[src/rtl/run_launcher.sv]
// Host-side launcher: sequences NUM_PROGS req/done runs per start and reports each run length.
// Optional run timeout is compiled in with `define RUN_LAUNCHER_TIMEOUT_EN.
module run_launcher #(
  parameter int NUM_PROGS = 3,
  parameter int REQ_LEN   = 2,
  parameter int CNT_W     = 16,
  parameter int TIMEOUT   = 4096,
  localparam int PW = (NUM_PROGS > 1) ? $clog2(NUM_PROGS) : 1,
  localparam int RW = $clog2(REQ_LEN + 1)
) (
  input  logic             clk,
  input  logic             rst_n,
  input  logic             start,
  input  logic             cpu_done,
  output logic             req,
  output logic [PW-1:0]    prog_sel,
  output logic             busy,
  output logic             run_valid,
  output logic [CNT_W-1:0] run_cycles,
  output logic             all_done,
  output logic             timed_out
);

  typedef enum logic [2:0] {IDLE, REQ, WAIT_LOW, RUN, FINISH} state_t;

`ifdef RUN_LAUNCHER_TIMEOUT_EN
  localparam logic TO_EN = 1'b1;
`else
  localparam logic TO_EN = 1'b0;
`endif

  state_t           state, state_nx;
  logic [RW-1:0]    req_cnt;
  logic [CNT_W-1:0] rc, rc_inc;
  logic             last, to_hit, launch;

  assign rc_inc = (rc == '1) ? rc : rc + 1'b1;
  assign last   = (prog_sel == PW'(NUM_PROGS - 1));
  // TIMEOUT is assumed to fit in the run counter
  assign to_hit = TO_EN && (rc == CNT_W'(TIMEOUT - 1));
  assign launch = ((state == IDLE) || (state == FINISH)) && start;

  always_ff @(posedge clk) begin
    if (!rst_n) state <= IDLE;
    else        state <= state_nx;
  end

  always_comb begin
    state_nx = state;
    case (state)
      IDLE, FINISH: if (start) state_nx = REQ;
      REQ:          if (req_cnt == RW'(1)) state_nx = WAIT_LOW;
      WAIT_LOW: begin
        if (to_hit)         state_nx = FINISH;
        else if (!cpu_done) state_nx = RUN;
      end
      RUN: begin
        if (cpu_done)    state_nx = last ? FINISH : REQ;
        else if (to_hit) state_nx = FINISH;
      end
      default:      state_nx = IDLE;
    endcase
  end

  always_ff @(posedge clk) begin
    if (!rst_n) begin
      req        <= 1'b0;
      prog_sel   <= '0;
      busy       <= 1'b0;
      run_valid  <= 1'b0;
      run_cycles <= '0;
      all_done   <= 1'b0;
      req_cnt    <= '0;
      rc         <= '0;
    end else begin
      run_valid <= 1'b0;
      case (state)
        IDLE, FINISH: begin
          if (start) begin
            req      <= 1'b1;
            busy     <= 1'b1;
            prog_sel <= '0;
            all_done <= 1'b0;
            req_cnt  <= RW'(REQ_LEN);
          end
        end
        REQ: begin
          req_cnt <= req_cnt - 1'b1;
          if (req_cnt == RW'(1)) begin
            req <= 1'b0;
            rc  <= '0;
          end
        end
        WAIT_LOW: begin
          rc <= rc_inc;
          if (to_hit) begin
            busy     <= 1'b0;
            all_done <= 1'b1;
          end
        end
        RUN: begin
          rc <= rc_inc;
          // the completing cycle itself is part of the run length
          if (cpu_done) begin
            run_valid  <= 1'b1;
            run_cycles <= rc_inc;
            if (last) begin
              busy     <= 1'b0;
              all_done <= 1'b1;
            end else begin
              prog_sel <= prog_sel + 1'b1;
              req      <= 1'b1;
              req_cnt  <= RW'(REQ_LEN);
            end
          end else if (to_hit) begin
            busy     <= 1'b0;
            all_done <= 1'b1;
          end
        end
        default: ;
      endcase
    end
  end

`ifdef RUN_LAUNCHER_TIMEOUT_EN
  always_ff @(posedge clk) begin
    if (!rst_n)
      timed_out <= 1'b0;
    else if (launch)
      timed_out <= 1'b0;
    else if (to_hit && ((state == WAIT_LOW) || ((state == RUN) && !cpu_done)))
      timed_out <= 1'b1;
  end
`else
  assign timed_out = 1'b0;
`endif

endmodule

[config.mk]
export PLATFORM = sky130hd
export DESIGN_NAME = run_launcher
export DESIGN_NICKNAME = d
export VERILOG_FILES = /design/src/rtl/run_launcher.sv
export SDC_FILE = /design/constraint.sdc
export NUM_CORES = 1
export LEC_CHECK = 0
export CAP_MARGIN = 20
export CORE_MARGIN = 4
export CORE_UTILIZATION = 35
export CTS_CLUSTER_DIAMETER = 200
export CTS_CLUSTER_SIZE = 8
export DETAILED_ROUTE_END_ITERATION = 16
export PLACE_DENSITY = 0.61
export SLEW_MARGIN = 15
export SYNTH_ARGS = -nofsm -noshare
export SYNTH_HDL_FRONTEND = slang
export SYNTH_SLANG_ARGS = --single-unit
[constraint.sdc]
create_clock -name clk -period 2.4 [get_ports clk]
set_clock_uncertainty 0.05 [all_clocks]
set_input_delay 0.48 -clock clk [delete_from_list [all_inputs] [get_ports clk]]
set_output_delay 0.48 -clock clk [all_outputs]
set_load 0.05 [all_outputs]
==> impl_metrics.json <==
{
  "grt_pass1_vias": 1815,
  "p_switching_w": 0.000487,
  "avgViaCountPerCell": 5.41,
  "hold_viol_final": 0,
  "ant_nets": 0,
  "grt_use_total": 0.146,
  "r2r_cells": 6,
  "synth-main-ff-cell": "dfxtp_1",
  "worst_path_max_delay_cell": "or4_1",
  "grt_max_degree": 22,
  "port_buffers": 25,
  "async_flop_share": 0,
  "critPathArrivalTime_ns": 2.34,
  "detailed_place_hpwl_um": 3790,
  "yosysSeqAreaShare": 0.397,
  "cp_slowest_stage_delay_ns": 0.72,
  "finalSetupTns_ns": 0,
  "ctsResizeCount": 0,
  "post_route_cells_drive_above_1_share": 0.0897,
  "holdCritPathClass": "reg -> reg",
  "critical_path_class": "reg -> reg",
  "drc": 0,
  "maxSlewViolCount": 0,
  "ios": 27,
  "setup_viol_count_final": 0,
  "overflow": 0,
  "cts.sinks": 43,
  "max-vdd-ir-drop_mv": 0.286,
  "start_util": 0.364,
  "rr_startpoint": "rc[1]",
  "drt-initial-drc-count": 122,
  "critPathTopFamily": "simple AND/OR/NAND/NOR gates",
  "period_needed_ns": 2.15,
  "outcome": "finished clean",
  "design_area_um2": 2580,
  "slew_headroom": 0.630,
  "die_x_um": 86.8,
  "fillers": 631,
  "worst_pin_slew_ns": 0.549,
  "maxCapViolCount": 0,
  "clk_pin_slew_ns": 0.09,
  "dieArea_um2": 7530,
  "cts_tree": "done",
  "power.density_nw_per_um2": 607,
  "comb_power_share": 0.205,
  "seqPwrFrac": 0.503,
  "row_count": 28,
  "design.core.area_um2": 5960,
  "yosysWarnings": 0,
  "total_power_w": 0.00157,
  "setup_slack_ns": 0.250,
  "max_freq_ghz": 0.465,
  "die_h_um": 86.8,
  "grt_pass1_wl_um": 8680,
  "cts_buffers": 5,
  "post-route-period-util": 0.896,
  "end_kind": "flip-flop",
  "antenna_found_initial": 0,
  "num_vias": 1975,
  "p_sw_frac": 0.311,
  "drt_wl_total_um": 5160,
  "ys_ff_latch": 43,
  "timing.rr.end": "run_cycles[4]",
  "required_ns": 2.59,
  "crit_fanout": 10,
  "routedWlPerCell_um": 14.1,
  "syn-cell-area_um2": 2170,
  "worstSkewPairLatency_ns": 0.30,
  "hp-start": "run_cycles[3]",
  "whs_endpoint": "run_cycles[3]",
  "synth.top_cell.area_share": 0.397,
  "cts_hold_buf": 0,
  "layout_commonest_cell": "dfxtp_1",
  "synth_edf_count": 0,
  "p_int_w": 0.00108,
  "syn2layout_area_growth_pct": 19.0,
  "avgSynthCellArea_um2": 8.10,
  "placed_area_um2": 2500,
  "synth_cell_types": 46,
  "synth_nets": 275,
  "rsz0062_at_grt": "false",
  "place_ws_ns": 0.165,
  "clockPowerShare": 0.292,
  "p_leak_nw": 0.901,
  "worstHoldPathCells": 2,
  "cp-start-kind": "flip-flop",
  "path_buf_inv": 0,
  "crit_chain": "ha_1 -> nand3_4 -> or4_1 -> nand3_1 -> o211ai_1 -> a21boi_1",
  "cts_max_level": 2,
  "firstDrtPassIters": 4,
  "place.gp.congestion": 0.842,
  "clockBufferDepth": 2,
  "fin_nets": 296,
  "yosys-top-cells-area": "dfxtp_1 (40%), a21oi_1 (6.2%), o21ai_0 (5.3%)",
  "antenna_cells": 0,
  "cts-root-buf": "clkbuf_8",
  "yosysTopAreaCell": "dfxtp_1",
  "cts_setup_buffers": 0,
  "syn_inst": 268,
  "final_cell_mix": "dfxtp_1 (43), a21oi_1 (27), clkdlybuf4s50_1 (25), nand2_1 (24), o21ai_0 (23)",
  "timing.reg2reg.setup_slack_ns": 0.25
}
cells in the mapped netlist, drive strengths merged, types with 2 or more instances:
cell	instances
nand2b	4
o21a	2
a31oi	7
and2	2
ha	3
xor2	2
nand3	17
and3	7
buf	8
nor3	8
or2	2
inv	7
nand4	7
a21oi	27
o21ai	31
a22o	2
nor2	9
dfxtp	43
xnor2	7
nor4	3
o211ai	3
nor3b	3
clkbuf	13
nor2b	5
and4	4
o21ba	2
nand2	24
a21boi	7
kinds of logic (layout without fill, tap and decap cells):
logic type,count (synthesis),in the layout,synth area share
other,1,1,0.00173
buffers and inverters,28,50,0.0542
adder cells (fa/ha/maj),3,3,0.0173
XOR/XNOR,9,9,0.0363
AND/OR/NAND/NOR,97,97,0.258
AO/OA/AOI/OAI,87,87,0.236
flip-flops,43,43,0.397
power groups by stage:
| stage | logic, W | clock network [W] | registers [W] |
|---|---|---|---|
| 3_5_place_dp | 0.000323 | 0 | 0.000805 |
| 6_report | 0.000322 | 0.000458 | 0.000789 |
| 3_3_place_gp | 0.000316 | 0 | 0.000805 |
| 5_1_grt | 0.000359 | 0.000510 | 0.000796 |
| 2_1_floorplan | 0.000209 | 0 | 0.000829 |
| 4_1_cts | 0.000323 | 0.000476 | 0.000788 |
how the worst max path moves through the flow:
| stage | start | end | slack, ns | depth (start not counted) |
|---|---|---|---|---|
| floorplan | rc[0] | run_cycles[2] | 0.49 | 7 |
| global placement | cpu_done | run_cycles[12] | 0.25 | 6 |
| detailed placement | cpu_done | run_cycles[12] | 0.17 | 6 |
| CTS | rc[1] | run_cycles[4] | 0.26 | 6 |
| global route | rc[1] | run_cycles[2] | 0.07 | 6 |
| finish | rc[1] | run_cycles[4] | 0.25 | 6 |
worst register-to-register path, stage by stage, from the launching register on:
cell and delay (ns):
dfxtp_1 0.41, ha_1 0.32, nand3_4 0.18, or4_1 0.72, nand3_1 0.15, o211ai_1 0.10, a21boi_1 0.16
metal layers:
layer,share of wire,GRT usage
met5,0,0
met4,0.014,0.0567
met2,0.46,0.235
met3,0.039,0.0285
met1,0.49,0.191
layout make-up:
cell class | count | area [µm²] | share of cell area
clock buffer | 6 | 72.6 | 0.0281
clock inverter | 2 | 12.5 | 0.00484
inverter | 7 | 26.3 | 0.0102
multi-input combinational | 197 | 1190 | 0.461
sequential | 43 | 861 | 0.333
tap | 75 | 93.8 | 0.0363
timing repair buffer | 35 | 325 | 0.126
stage by stage:
stage	std cells	hold slack, ns	utilization
finish	365	0.402	0.434
CTS	365	0.407	0.434
floorplan	268	0.383	-
detailed placement	357	0.397	0.420
global placement	357	0.391	0.420
global route	365	0.430	0.434
flip-flops by register name, indices dropped and copies added, names as in the netlist:
signal      flops
run_valid       1
state           3
rc             16
busy            1
run_cycles     16
prog_sel        2
req_cnt         2
req             1
all_done        1
Power figures use the tool's default switching activity.
